===== config.mk =====
export PLATFORM = sky130hd
export DESIGN_NAME = m_immexp_q_shseq
export DESIGN_NICKNAME = d
export VERILOG_FILES = /design/src/rtl/m_immexp_pkg.sv /design/src/rtl/m_immexp_dec.sv /design/src/rtl/m_immexp_q_shseq.sv
export SDC_FILE = /design/constraint.sdc
export NUM_CORES = 1
export LEC_CHECK = 0
export BUFFER_PORTS_ARGS = -buffer_cell sky130_fd_sc_hd__buf_2
export CAP_MARGIN = 10
export CORE_ASPECT_RATIO = 0.9
export CORE_MARGIN = 2
export CORE_UTILIZATION = 40
export CTS_BUF_LIST = sky130_fd_sc_hd__clkbuf_4 sky130_fd_sc_hd__clkbuf_8
export DETAILED_ROUTE_END_ITERATION = 7
export PLACE_DENSITY_LB_ADDON = 0.08
export SYNTH_ARGS = -nofsm -noshare
export SYNTH_HDL_FRONTEND = slang
export SYNTH_SLANG_ARGS = --single-unit

===== constraint.sdc =====
create_clock -name clk -period 3.65 [get_ports clk]
set_input_delay 0.365 -clock clk [delete_from_list [all_inputs] [get_ports clk]]
set_output_delay 0.365 -clock clk [all_outputs]
set_load 0.01 [all_outputs]

===== src/rtl/m_immexp_pkg.sv =====
// Shared constants for the midgetv immediate expander / Q shift sequencer:
// immediate-type codes, opcode field values and sequencer state encoding.
package m_immexp_pkg;

    localparam logic [2:0] IT_U    = 3'b000;
    localparam logic [2:0] IT_J    = 3'b001;
    localparam logic [2:0] IT_B    = 3'b010;
    localparam logic [2:0] IT_S    = 3'b100;
    localparam logic [2:0] IT_I    = 3'b101;
    localparam logic [2:0] IT_ILL  = 3'b110;
    localparam logic [2:0] IT_PASS = 3'b111;

    // INSTR[6:2] opcode values
    localparam logic [4:0] OPC_LOAD   = 5'b00000;
    localparam logic [4:0] OPC_CUSTOM = 5'b00010;
    localparam logic [4:0] OPC_OPIMM  = 5'b00100;
    localparam logic [4:0] OPC_AUIPC  = 5'b00101;
    localparam logic [4:0] OPC_STORE  = 5'b01000;
    localparam logic [4:0] OPC_OP     = 5'b01100;
    localparam logic [4:0] OPC_LUI    = 5'b01101;
    localparam logic [4:0] OPC_BRANCH = 5'b11000;
    localparam logic [4:0] OPC_JALR   = 5'b11001;
    localparam logic [4:0] OPC_JAL    = 5'b11011;
    localparam logic [4:0] OPC_SYSTEM = 5'b11100;

    typedef enum logic [1:0] {
        ST_IDLE  = 2'd0,
        ST_SHIFT = 2'd1,
        ST_DONE  = 2'd2
    } shst_t;

endpackage


===== src/rtl/m_immexp_dec.sv =====
// Combinational immediate-type decode and Q-source (F) generation:
// a sign-extended RISC-V immediate, the ALU output B, or zero for illegal opcodes.
module m_immexp_dec
    import m_immexp_pkg::*;
#(
    parameter int unsigned XLEN = 32
) (
    input  logic [XLEN-1:0] B,
    input  logic [31:0]     INSTR,
    input  logic            sa11,
    output logic [2:0]      itype,
    output logic [XLEN-1:0] F
);

    logic       sgn;
    logic [4:0] opc;
    logic [1:0] unused_len;

    assign sgn        = INSTR[31];
    assign opc        = INSTR[6:2];
    assign unused_len = INSTR[1:0];

    always_comb begin
        itype = IT_ILL;
        if (!sa11) begin
            itype = IT_PASS;
        end else begin
            case (opc)
                OPC_LOAD, OPC_OPIMM, OPC_JALR,
                OPC_OP, OPC_SYSTEM, OPC_CUSTOM: itype = IT_I;
                OPC_STORE:                      itype = IT_S;
                OPC_BRANCH:                     itype = IT_B;
                OPC_JAL:                        itype = IT_J;
                OPC_AUIPC, OPC_LUI:             itype = IT_U;
                default:                        itype = IT_ILL;
            endcase
        end
    end

    // U-type replicates bit 31 over XLEN-31 positions so XLEN=32 needs no zero-width replication
    always_comb begin
        F = '0;
        case (itype)
            IT_I:    F = {{(XLEN-12){sgn}}, INSTR[31:20]};
            IT_S:    F = {{(XLEN-12){sgn}}, INSTR[31:25], INSTR[11:7]};
            IT_B:    F = {{(XLEN-12){sgn}}, INSTR[7], INSTR[30:25], INSTR[11:8], 1'b0};
            IT_J:    F = {{(XLEN-20){sgn}}, INSTR[19:12], INSTR[20], INSTR[30:21], 1'b0};
            IT_U:    F = {{(XLEN-31){sgn}}, INSTR[30:12], 12'b0};
            IT_PASS: F = B;
            default: F = '0;
        endcase
    end

endmodule


===== src/rtl/m_immexp_q_shseq.sv =====
// Working register Q (ADR_O) with zero flag and a multi-cycle shift sequencer.
// Define MIDGETV_QSHIFT4_EN to shift by 4 per cycle while at least 4 positions remain.
module m_immexp_q_shseq
    import m_immexp_pkg::*;
#(
    parameter int unsigned XLEN = 32,
    parameter int unsigned CNTW = $clog2(XLEN)
) (
    input  logic            clk,
    input  logic            rst_n,
    input  logic [XLEN-1:0] B,
    input  logic [31:0]     INSTR,
    input  logic            sa11,
    input  logic            sa14,
    input  logic            enaQ,
    input  logic            shstart,
    input  logic [CNTW-1:0] shamt,
    input  logic            shleft,
    input  logic            sharith,
    output logic [XLEN-1:0] ADR_O,
    output logic            rzcy,
    output logic            shbusy,
    output logic            shdone,
    output logic [2:0]      itype
);

    shst_t           state;
    logic [XLEN-1:0] q;
    logic [XLEN-1:0] f;
    logic [XLEN-1:0] q_sh;
    logic [CNTW-1:0] cnt;
    logic [CNTW-1:0] step;
    logic            dir_left;
    logic            arith;
    logic            fill;
    logic            clr;

    m_immexp_dec #(.XLEN(XLEN)) u_dec (
        .B     (B),
        .INSTR (INSTR),
        .sa11  (sa11),
        .itype (itype),
        .F     (f)
    );

    assign clr  = enaQ & sa14;
    assign fill = arith & q[XLEN-1];

`ifdef MIDGETV_QSHIFT4_EN
    always_comb begin
        step = CNTW'(1);
        q_sh = dir_left ? {q[XLEN-2:0], 1'b0} : {fill, q[XLEN-1:1]};
        if (cnt >= CNTW'(4)) begin
            step = CNTW'(4);
            q_sh = dir_left ? {q[XLEN-5:0], 4'b0} : {{4{fill}}, q[XLEN-1:4]};
        end
    end
`else
    assign step = CNTW'(1);
    assign q_sh = dir_left ? {q[XLEN-2:0], 1'b0} : {fill, q[XLEN-1:1]};
`endif

    // Q, zero flag, count and sequencer state
    always_ff @(posedge clk or negedge rst_n) begin
        if (!rst_n) begin
            state    <= ST_IDLE;
            q        <= '0;
            rzcy     <= 1'b0;
            cnt      <= '0;
            dir_left <= 1'b0;
            arith    <= 1'b0;
        end else begin
            case (state)
                ST_IDLE: begin
                    if (clr) begin
                        q    <= '0;
                        rzcy <= 1'b0;
                    end else if (shstart) begin
                        cnt      <= shamt;
                        dir_left <= shleft;
                        arith    <= sharith;
                        state    <= (shamt != '0) ? ST_SHIFT : ST_DONE;
                    end else if (enaQ) begin
                        q    <= f;
                        rzcy <= (B != '0);
                    end
                end
                ST_SHIFT: begin
                    if (clr) begin
                        q     <= '0;
                        rzcy  <= 1'b0;
                        cnt   <= '0;
                        state <= ST_IDLE;
                    end else begin
                        q    <= q_sh;
                        rzcy <= (q_sh != '0);
                        cnt  <= cnt - step;
                        if (cnt == step) begin
                            state <= ST_DONE;
                        end
                    end
                end
                ST_DONE: begin
                    if (clr) begin
                        q    <= '0;
                        rzcy <= 1'b0;
                    end
                    state <= ST_IDLE;
                end
                default: state <= ST_IDLE;
            endcase
        end
    end

    // Status flags are pure decodes of the state register
    assign shbusy = (state == ST_SHIFT) | (state == ST_DONE);
    assign shdone = (state == ST_DONE);
    assign ADR_O  = q;

endmodule


==> results of run 1 <==
==> cells in the final DEF, fill, tap and decap left out, types with 4 or more instances in the layout <==
| cell | instances |
|---|---|
| sky130_fd_sc_hd__a21oi_1 | 24 |
| sky130_fd_sc_hd__mux2i_1 | 35 |
| sky130_fd_sc_hd__nand2_1 | 14 |
| sky130_fd_sc_hd__buf_2 | 112 |
| sky130_fd_sc_hd__ha_1 | 9 |
| sky130_fd_sc_hd__nor4_1 | 15 |
| sky130_fd_sc_hd__nand3_1 | 5 |
| sky130_fd_sc_hd__a221oi_1 | 10 |
| sky130_fd_sc_hd__nor3_1 | 17 |
| sky130_fd_sc_hd__a32oi_1 | 7 |
| sky130_fd_sc_hd__clkbuf_8 | 6 |
| sky130_fd_sc_hd__nor2_1 | 63 |
| sky130_fd_sc_hd__a221oi_2 | 30 |
| sky130_fd_sc_hd__inv_1 | 9 |
| sky130_fd_sc_hd__dfrtp_1 | 41 |
| sky130_fd_sc_hd__nand4_1 | 7 |
| sky130_fd_sc_hd__o21ai_1 | 18 |
| sky130_fd_sc_hd__mux2_2 | 4 |
| sky130_fd_sc_hd__buf_4 | 9 |
| sky130_fd_sc_hd__o21ai_0 | 30 |
| sky130_fd_sc_hd__o2111ai_1 | 5 |
==> worst paths after layout <==
| kind | end | slack [ns] | depth (start not counted) |
|---|---|---|---|
| worst max register to register | ADR_O[26]$_DFFE_PN0P_ | 1.31 | 8 |
| min in group clk | arith$_DFFE_PN0P_ | 0.29 | 2 |
| max in group asynchronous | dir_left$_DFFE_PN0P_ | 2.72 | 1 |
| worst max-delay path | ADR_O[24]$_DFFE_PN0P_ | 1.04 | 10 |
| worst min register to register | arith$_DFFE_PN0P_ | 0.52 | 1 |
| worst min-delay path | ADR_O[27]$_DFFE_PN0P_ | 0.24 | 1 |
==> flip-flops by register name, summed over array words and instances, names as in the netlist <==
name      flops
state         2
cnt           5
ADR_O        32
rzcy          1
dir_left      1
arith         1
==> per-stage QoR <==
stage,utilization [%],worst slack [ns],cell area [um2]
2_1_floorplan,-,1.424,3786
3_3_place_gp,47.91,0.7470,4392
3_5_place_dp,47.91,0.6921,4392
4_1_cts,48.95,1.017,4487
5_1_grt,48.95,0.9292,4487
6_report,48.95,1.039,4487
==> layer usage <==
layer  part of all wire, %  up-vias  wire length (um)
met5                     0        -                 0
met4                  0.83        0               108
met3                   6.8       11               885
met2                    45      152              5763
met1                    48     1898              6185
li1                      -     1839                 -
==> area by class of cell <==
type,count,share of cell area [%]
clock buffer,7,2.008
sequential,42,23.45
inverter,9,0.7529
timing repair buffer,122,14.45
multi-input combinational,342,55.83
clock inverter,1,0.1115
tap,122,3.402
==> kinds of logic (layout without fill, tap and decap cells) <==
| logic type | after synthesis | count (layout) |
|---|---|---|
| DFF | 42 | 42 |
| buffers and inverters | 41 | 139 |
| adders and majority gates | 9 | 9 |
| muxes | 41 | 41 |
| and+or+nand+nor | 151 | 151 |
| xor gates and xnor gates | 2 | 2 |
| AOI/OAI and AO/OA | 139 | 139 |
==> power groups by stage <==
| stage | Combinational [mW] | Sequential, mW | Clock, mW |
|---|---|---|---|
| after floorplan | 1.54 | 0.916 | 0 |
| after global routing | 2.30 | 1.03 | 0.368 |
| final | 2.08 | 1.00 | 0.342 |
| after detailed placement | 2.07 | 1.00 | 0 |
| after global placement | 2.04 | 0.995 | 0 |
| after CTS | 2.08 | 0.990 | 0.343 |
==> results by group, run 1 <==
Run status
  • Run status: completed

Synth
  • Average cell area after synthesis: approximately 8.9 um2
  • Number of nets produced by synthesis: between 500 and 600
  • Post-synthesis async set-or-reset flop share: 100.0%
  • Dominant combinational cell family by area after synthesis: compound AO/OA/AOI/OAI gates
  • XOR/XNOR share of the synthesized area: less than 1%
  • Most instantiated library cell after synthesis: sky130_fd_sc_hd__nor2_1
  • Area fraction of the dominant cell type after synthesis: 27.76%
  • Gate Count Post-Synth: around 430
  • Most used standard cells in the synthesized netlist: sky130_fd_sc_hd__nor2_1 (64), sky130_fd_sc_hd__dfrtp_1 (42), sky130_fd_sc_hd__mux2i_1 (35)
  • Cell area after synthesis: 3786 um2
  • Cell types occupying the most area after synthesis: sky130_fd_sc_hd__dfrtp_1 (28%), sky130_fd_sc_hd__a221oi_2 (12%), sky130_fd_sc_hd__mux2i_1 (9.3%)
  • Distinct cell type count after synthesis: 59
  • Synth warnings: 0
  • Top FF cell, synth: sky130_fd_sc_hd__dfrtp_1
  • Arithmetic-cell share of the synthesized area counting full adders, half adders and majority gates: under 10%
  • Mux contribution to synthesized area: 11.43%
  • Register area share after synthesis: 27.76%
  • Cell taking the most area after synthesis: sky130_fd_sc_hd__dfrtp_1
  • Number of enable-type register cells in the synthesized netlist: 0
  • Synthesis-stage register bit count: between 40 and 50
  • Simple-gate area share of the yosys netlist: between 20% and 30%
  • Synthesized-area fraction occupied by ao, oa, aoi and oai cells: between 30% and 40%

Detailed routing
  • TritonRoute pass-1 iters: 4
  • ANT nets after route: 0
  • Total via count in the routed design: 3900
  • Wirelength per Cell: roughly 20 um
  • DRC marker count from the first detailed-route iteration: ~230
  • Detailed-route wire length: ~13000 um
  • DR DRC count: 0
  • Via count normalized by instance count: 6.047

Die
  • Die Y-Extent: slightly below 100 um
  • Std cell rows: 33
  • Overall die area: just over 10000 um2
  • Number of top-level pins: around 120
  • Chip Width: between 100 and 150 um
  • Placeable Area: 9166 um2
  • Starting density of the core: approximately two fifths

Worst setup path
  • Slowest cell on the critical path: sky130_fd_sc_hd__o31ai_4
  • WP data required: 3.86 ns
  • Worst Path Buf+Inv: 4
  • Data arrival time of the critical path: 2.82 ns
  • R2r startpoint: state[0]$_DFFE_PN0P_
  • Top delay family on crit path: compound AO/OA/AOI/OAI gates
  • Worst setup startpoint: INSTR[2]
  • CP cell instances: buf_2, inv_1, ha_1, inv_1, o311a_4, or2_1, o31ai_4, buf_4, a221oi_2, a221oi_2
  • Type of the worst setup path: in2reg
  • Peak fanout along the critical path: 10
  • Sort of element at the end of the critical path: flip-flop
  • Peak per-stage delay on the critical path: ~0.7 ns
  • Crit path launch type: primary input

Timing
  • RSZ-0062 raised after global routing: no
  • Least-Margin Pin Slew: 1.041 ns
  • Slew Limit Fails: 0
  • Period minus WS final: ~2.6 ns
  • Timing-limited maximum frequency: ~0.38 GHz
  • Final worst-path cycle share: a little under three quarters
  • Slew margin rel.: a little under a third
  • Post-Route Skew: 0.008880 ns
  • Hold Fails Final Rpt: 0
  • Hold Worst Slack: approximately 0.24 ns
  • Number of failing setup endpoints in the final timing report: 0
  • Total Negative Setup Slacks: 0 ns

Job
  • Number of max-cap violations: 0

GRT
  • Top Usage Layer GRT: met2
  • Pin count of the biggest net entering global routing: 47
  • Antenna violations before repair: 0
  • Number of global-route vias before repair: 3624
  • Met3 usage in global routing: 3.927%
  • Global-route total usage across every layer: between 20 and 25%
  • Met1 capacity usage during global routing: 36.53%
  • Grt ovf: 0
  • Met2 usage in global routing: 39.21%
  • Wire length of the first global-routing pass: around 20000 um

Clock network
  • Clock slew at reported path FFs: 0.09 ns
  • Number of hold buffers added after CTS: 0
  • Depth of the CTS H-tree: 2
  • CTS Root Cell: sky130_fd_sc_hd__clkbuf_8
  • Number of clock sinks: 42
  • Inserted Clock Buffers: 5
  • Resize count post-CTS: 0
  • Number of post-CTS setup repair buffers: 0
  • Buffer depth of the longest clock path: 2
  • Clock insertion delay at the later pin of the skew report: around 0.30 ns
  • Clock tree from TritonCTS: yes

Finish
  • Layout fillers: 926
  • Post-layout net count: 608
  • Final cell count without fillers: 645
  • Diode insertion count for antenna repair: 0
  • Flip-flop and latch area: between 1000 and 1500 um2
  • Area overhead of the layout relative to synthesis: 18.51%
  • Footprint of the multi-input gates: between 2000 and 3000 um2
  • Layout cell share with drive strength beyond 1: 34.99%

Power and ir drop
  • Overall power of the completed layout: about 3.4 mW
  • Internal power: ~1.7 mW
  • Comb power frac: 60.7%
  • Reg power frac: between 20 and 30%
  • Power per unit of standard cell area: roughly 760 nW/um2
  • Switching pwr: approximately 1.7 mW
  • Clock Power Share: approximately a tenth
  • Switching Share: 50.27%
  • Peak supply drop: ~0.24 mV
  • Leakage power figure: 1.945 nW

Placed design
  • Placed Cells incl. Taps: roughly 640
  • Sum of net half-perimeters after detailed placement: ~9500 um
  • Count of input and output buffers: 112
  • RePlAce Congestion: 0.8660

Min path
  • Worst hold path class: in2async
Note: power is estimated with default switching activity, not from simulation.
==> run 2: changes to the inputs <==
Clock period 3.65 ns to 2.31 ns, I/O delays scaled along.
==> run 2 against run 1 <==
Against the previous run: power up 68%; sequential cell count unchanged; die area unchanged; register-to-register slack worse by 1.0 ns; combinational power up 73%; via count down 0.31%; sequential share of layout area down 1.5 points; cell area up 6.9%; utilization up 3.4 points; largest cell class unchanged.
==> results by group, run 2 (synthesis results as in run 1) <==
Clock network
  • Depth of the CTS H-tree: 2 (unchanged)
  • CTS Root Cell: sky130_fd_sc_hd__clkbuf_8
  • Clock tree from TritonCTS: yes
  • Clock slew at reported path FFs: 0.09 ns (about the same)
  • Number of clock sinks: 42 (unchanged)
  • Buffer depth of the longest clock path: 2 (unchanged)
  • Number of post-CTS setup repair buffers: 0 (unchanged)
  • Clock insertion delay at the later pin of the skew report: 0.30 ns (about the same)
  • Inserted Clock Buffers: 5 (unchanged)

Detailed routing
  • DR DRC count: 0 (unchanged)
  • Wirelength per Cell: 19.36 um (-3.5%)
  • Detailed-route wire length: 12950 um (about the same)
  • TritonRoute pass-1 iters: 5 (+1)
  • DRC marker count from the first detailed-route iteration: 175 (-24%)
  • ANT nets after route: 0 (unchanged)
  • Total via count in the routed design: 3888 (-0.31%)
  • Via count normalized by instance count: 5.812 (-3.9%)

Power and ir drop
  • Clock Power Share: 11.1% (+1.1 points)
  • Reg power frac: 26.5% (-2.8 points)
  • Power per unit of standard cell area: 1201 nW/um2 (+57%)
  • Switching Share: 47.79% (-2.5 points)
  • Internal power: 3.007 mW (+77%)
  • Peak supply drop: 0.5094 mV (+110%)
  • Leakage power figure: 2.110 nW (+8.5%)
  • Comb power frac: 62.4% (+1.7 points)
  • Switching pwr: 2.752 mW (+60%)

Timing
  • RSZ-0062 raised after global routing: no
  • Total Negative Setup Slacks: 0 ns (unchanged)
  • Slew margin rel.: 51.96% (+21 points)
  • Final worst-path cycle share: ~88%
  • Slew Limit Fails: 0 (unchanged)
  • Timing-limited maximum frequency: between 0.4 and 0.5 GHz
  • Hold Fails Final Rpt: 0 (unchanged)
  • Period minus WS final: just over 2 ns
  • Least-Margin Pin Slew: 0.7207 ns (-0.3203 ns)
  • Post-Route Skew: 0.01431 ns (+0.005435 ns)
  • Number of failing setup endpoints in the final timing report: 0 (unchanged)
  • Hold Worst Slack: 0.1537 ns (-0.08508 ns)

Die
  • Std cell rows: 33 (unchanged)
  • Die Y-Extent: 96.30 um (unchanged)
  • Overall die area: 10260 um2 (unchanged)
  • Starting density of the core: 41.30% (unchanged)
  • Number of top-level pins: 115 (unchanged)
  • Placeable Area: 9166 um2 (unchanged)
  • Chip Width: 106.6 um (unchanged)

Run status
  • Run status: completed

Finish
  • Layout fillers: 904 (-2.4%)
  • Footprint of the multi-input gates: 2505 um2 (unchanged)
  • Area overhead of the layout relative to synthesis: 26.64%
  • Post-layout net count: 632 (+3.9%)
  • Diode insertion count for antenna repair: 0 (unchanged)
  • Layout cell share with drive strength beyond 1: 37.66% (+2.7 points)
  • Most frequent cells in the layout: sky130_fd_sc_hd__buf_2 (112), sky130_fd_sc_hd__nor2_1 (63), sky130_fd_sc_hd__dfrtp_1 (41)
  • Most common cell after layout, fill and taps aside: sky130_fd_sc_hd__buf_2
  • Flip-flop count of the largest register after layout: 32 (unchanged)
  • Flip-flop and latch area: 1052 um2 (unchanged)

Worst setup path
  • R2r startpoint: ADR_O[31]$_DFFE_PN0P_
  • Data arrival time of the critical path: 2.21 ns (-0.61 ns)
  • Capture instance of the worst register-to-register path: rzcy$_DFFE_PN0P_
  • Peak fanout along the critical path: 10 (unchanged)
  • Register-to-Register Setup Slack: 0.29 ns (-1.02 ns)
  • Type of the worst setup path: in2reg
  • Crit path launch type: primary input
  • Sort of element at the end of the critical path: flip-flop
  • Worst r2r path cells: 6 (-2)
  • WP data required: 2.49 ns (-1.37 ns)

Min path
  • Endpoint of the worst hold path: arith$_DFFE_PN0P_
  • Hold_sp: sharith
  • Worst hold path class: in2reg
  • Worst hold path depth: 2

Placed design
  • Sum of net half-perimeters after detailed placement: 9878 um (+4.0%)
  • RePlAce Congestion: 0.8768 (+1.2%)
  • Count of input and output buffers: 112 (unchanged)

GRT
  • Number of global-route vias before repair: 3687 (+1.7%)
  • Global-route total usage across every layer: 25.54% (+0.55 points)
  • Wire length of the first global-routing pass: 20350 um (+2.7%)
  • Pin count of the biggest net entering global routing: 47 (unchanged)
  • Grt ovf: 0 (unchanged)
  • Antenna violations before repair: 0 (unchanged)

Job
  • Number of max-cap violations: 0 (unchanged)
run 2: metal layers:
layer	track usage (%)	vias up	part of all wire, %	wire (um)
li1	-	1883	-	-
met1	37.77	1863	47	6048
met2	40.01	133	45	5858
met3	4.536	9	7.5	965
met4	3.247	0	0.63	81
met5	0	-	0	0
run 2: layout make-up:
class	instances	share of cell area, %
sequential	42	21.95
multi-input combinational	342	52.24
clock inverter	1	0.6263
tap	122	3.184
clock buffer	7	1.879
timing repair buffer	146	19.42
inverter	9	0.7046
run 2: worst max path at each step:
stage | endpoint | from | depth (start not counted)
after CTS | rzcy$_DFFE_PN0P_ | ADR_O[31]$_DFFE_PN0P_ | 6
after detailed placement | ADR_O[28]$_DFFE_PN0P_ | INSTR[3] | 11
after global placement | ADR_O[28]$_DFFE_PN0P_ | INSTR[3] | 11
after floorplan | ADR_O[11]$_DFFE_PN0P_ | INSTR[3] | 9
after global routing | ADR_O[16]$_DFFE_PN0P_ | INSTR[3] | 11
final | ADR_O[23]$_DFFE_PN0P_ | INSTR[3] | 11
run 2: power groups by stage:
stage | clock (mW) | sequential, mW | combinational (mW)
6_report | 0.642 | 1.52 | 3.59
5_1_grt | 0.684 | 1.57 | 3.95
4_1_cts | 0.656 | 1.52 | 3.59
3_5_place_dp | 0 | 1.53 | 3.58
3_3_place_gp | 0 | 1.53 | 3.53
2_1_floorplan | 0 | 1.45 | 2.44
run 2: metrics by stage:
step | total power [mW] | worst slack, ns | std cells | utilization (%) | instance area, um2
finish | 5.759 | 0.2783 | 669 | 52.31 | 4795
global route | 6.205 | 0.1662 | 669 | 52.31 | 4795
CTS | 5.766 | 0.2839 | 669 | 52.31 | 4795
detailed placement | 5.112 | -0.04142 | 660 | 50.89 | 4664
global placement | 5.059 | 0.01164 | 660 | 50.89 | 4664
floorplan | 3.885 | 0.2181 | 425 | - | 3786
run 2: worst max-delay path, cell delays in order:
cell and delay (ns):
sky130_fd_sc_hd__buf_2 0.10, sky130_fd_sc_hd__inv_1 0.09, sky130_fd_sc_hd__ha_1 0.17, sky130_fd_sc_hd__inv_1 0.05, sky130_fd_sc_hd__o311a_4 0.37, sky130_fd_sc_hd__buf_4 0.16
sky130_fd_sc_hd__nor2_1 0.18, sky130_fd_sc_hd__xnor2_1 0.15, sky130_fd_sc_hd__o21ai_2 0.43, sky130_fd_sc_hd__buf_12 0.21, sky130_fd_sc_hd__a221oi_2 0.07
run 2: timing repair:
item,CTS,global route
gates resized for setup,0,0
hold buffers,1,0
hold endpoints to repair,21,0
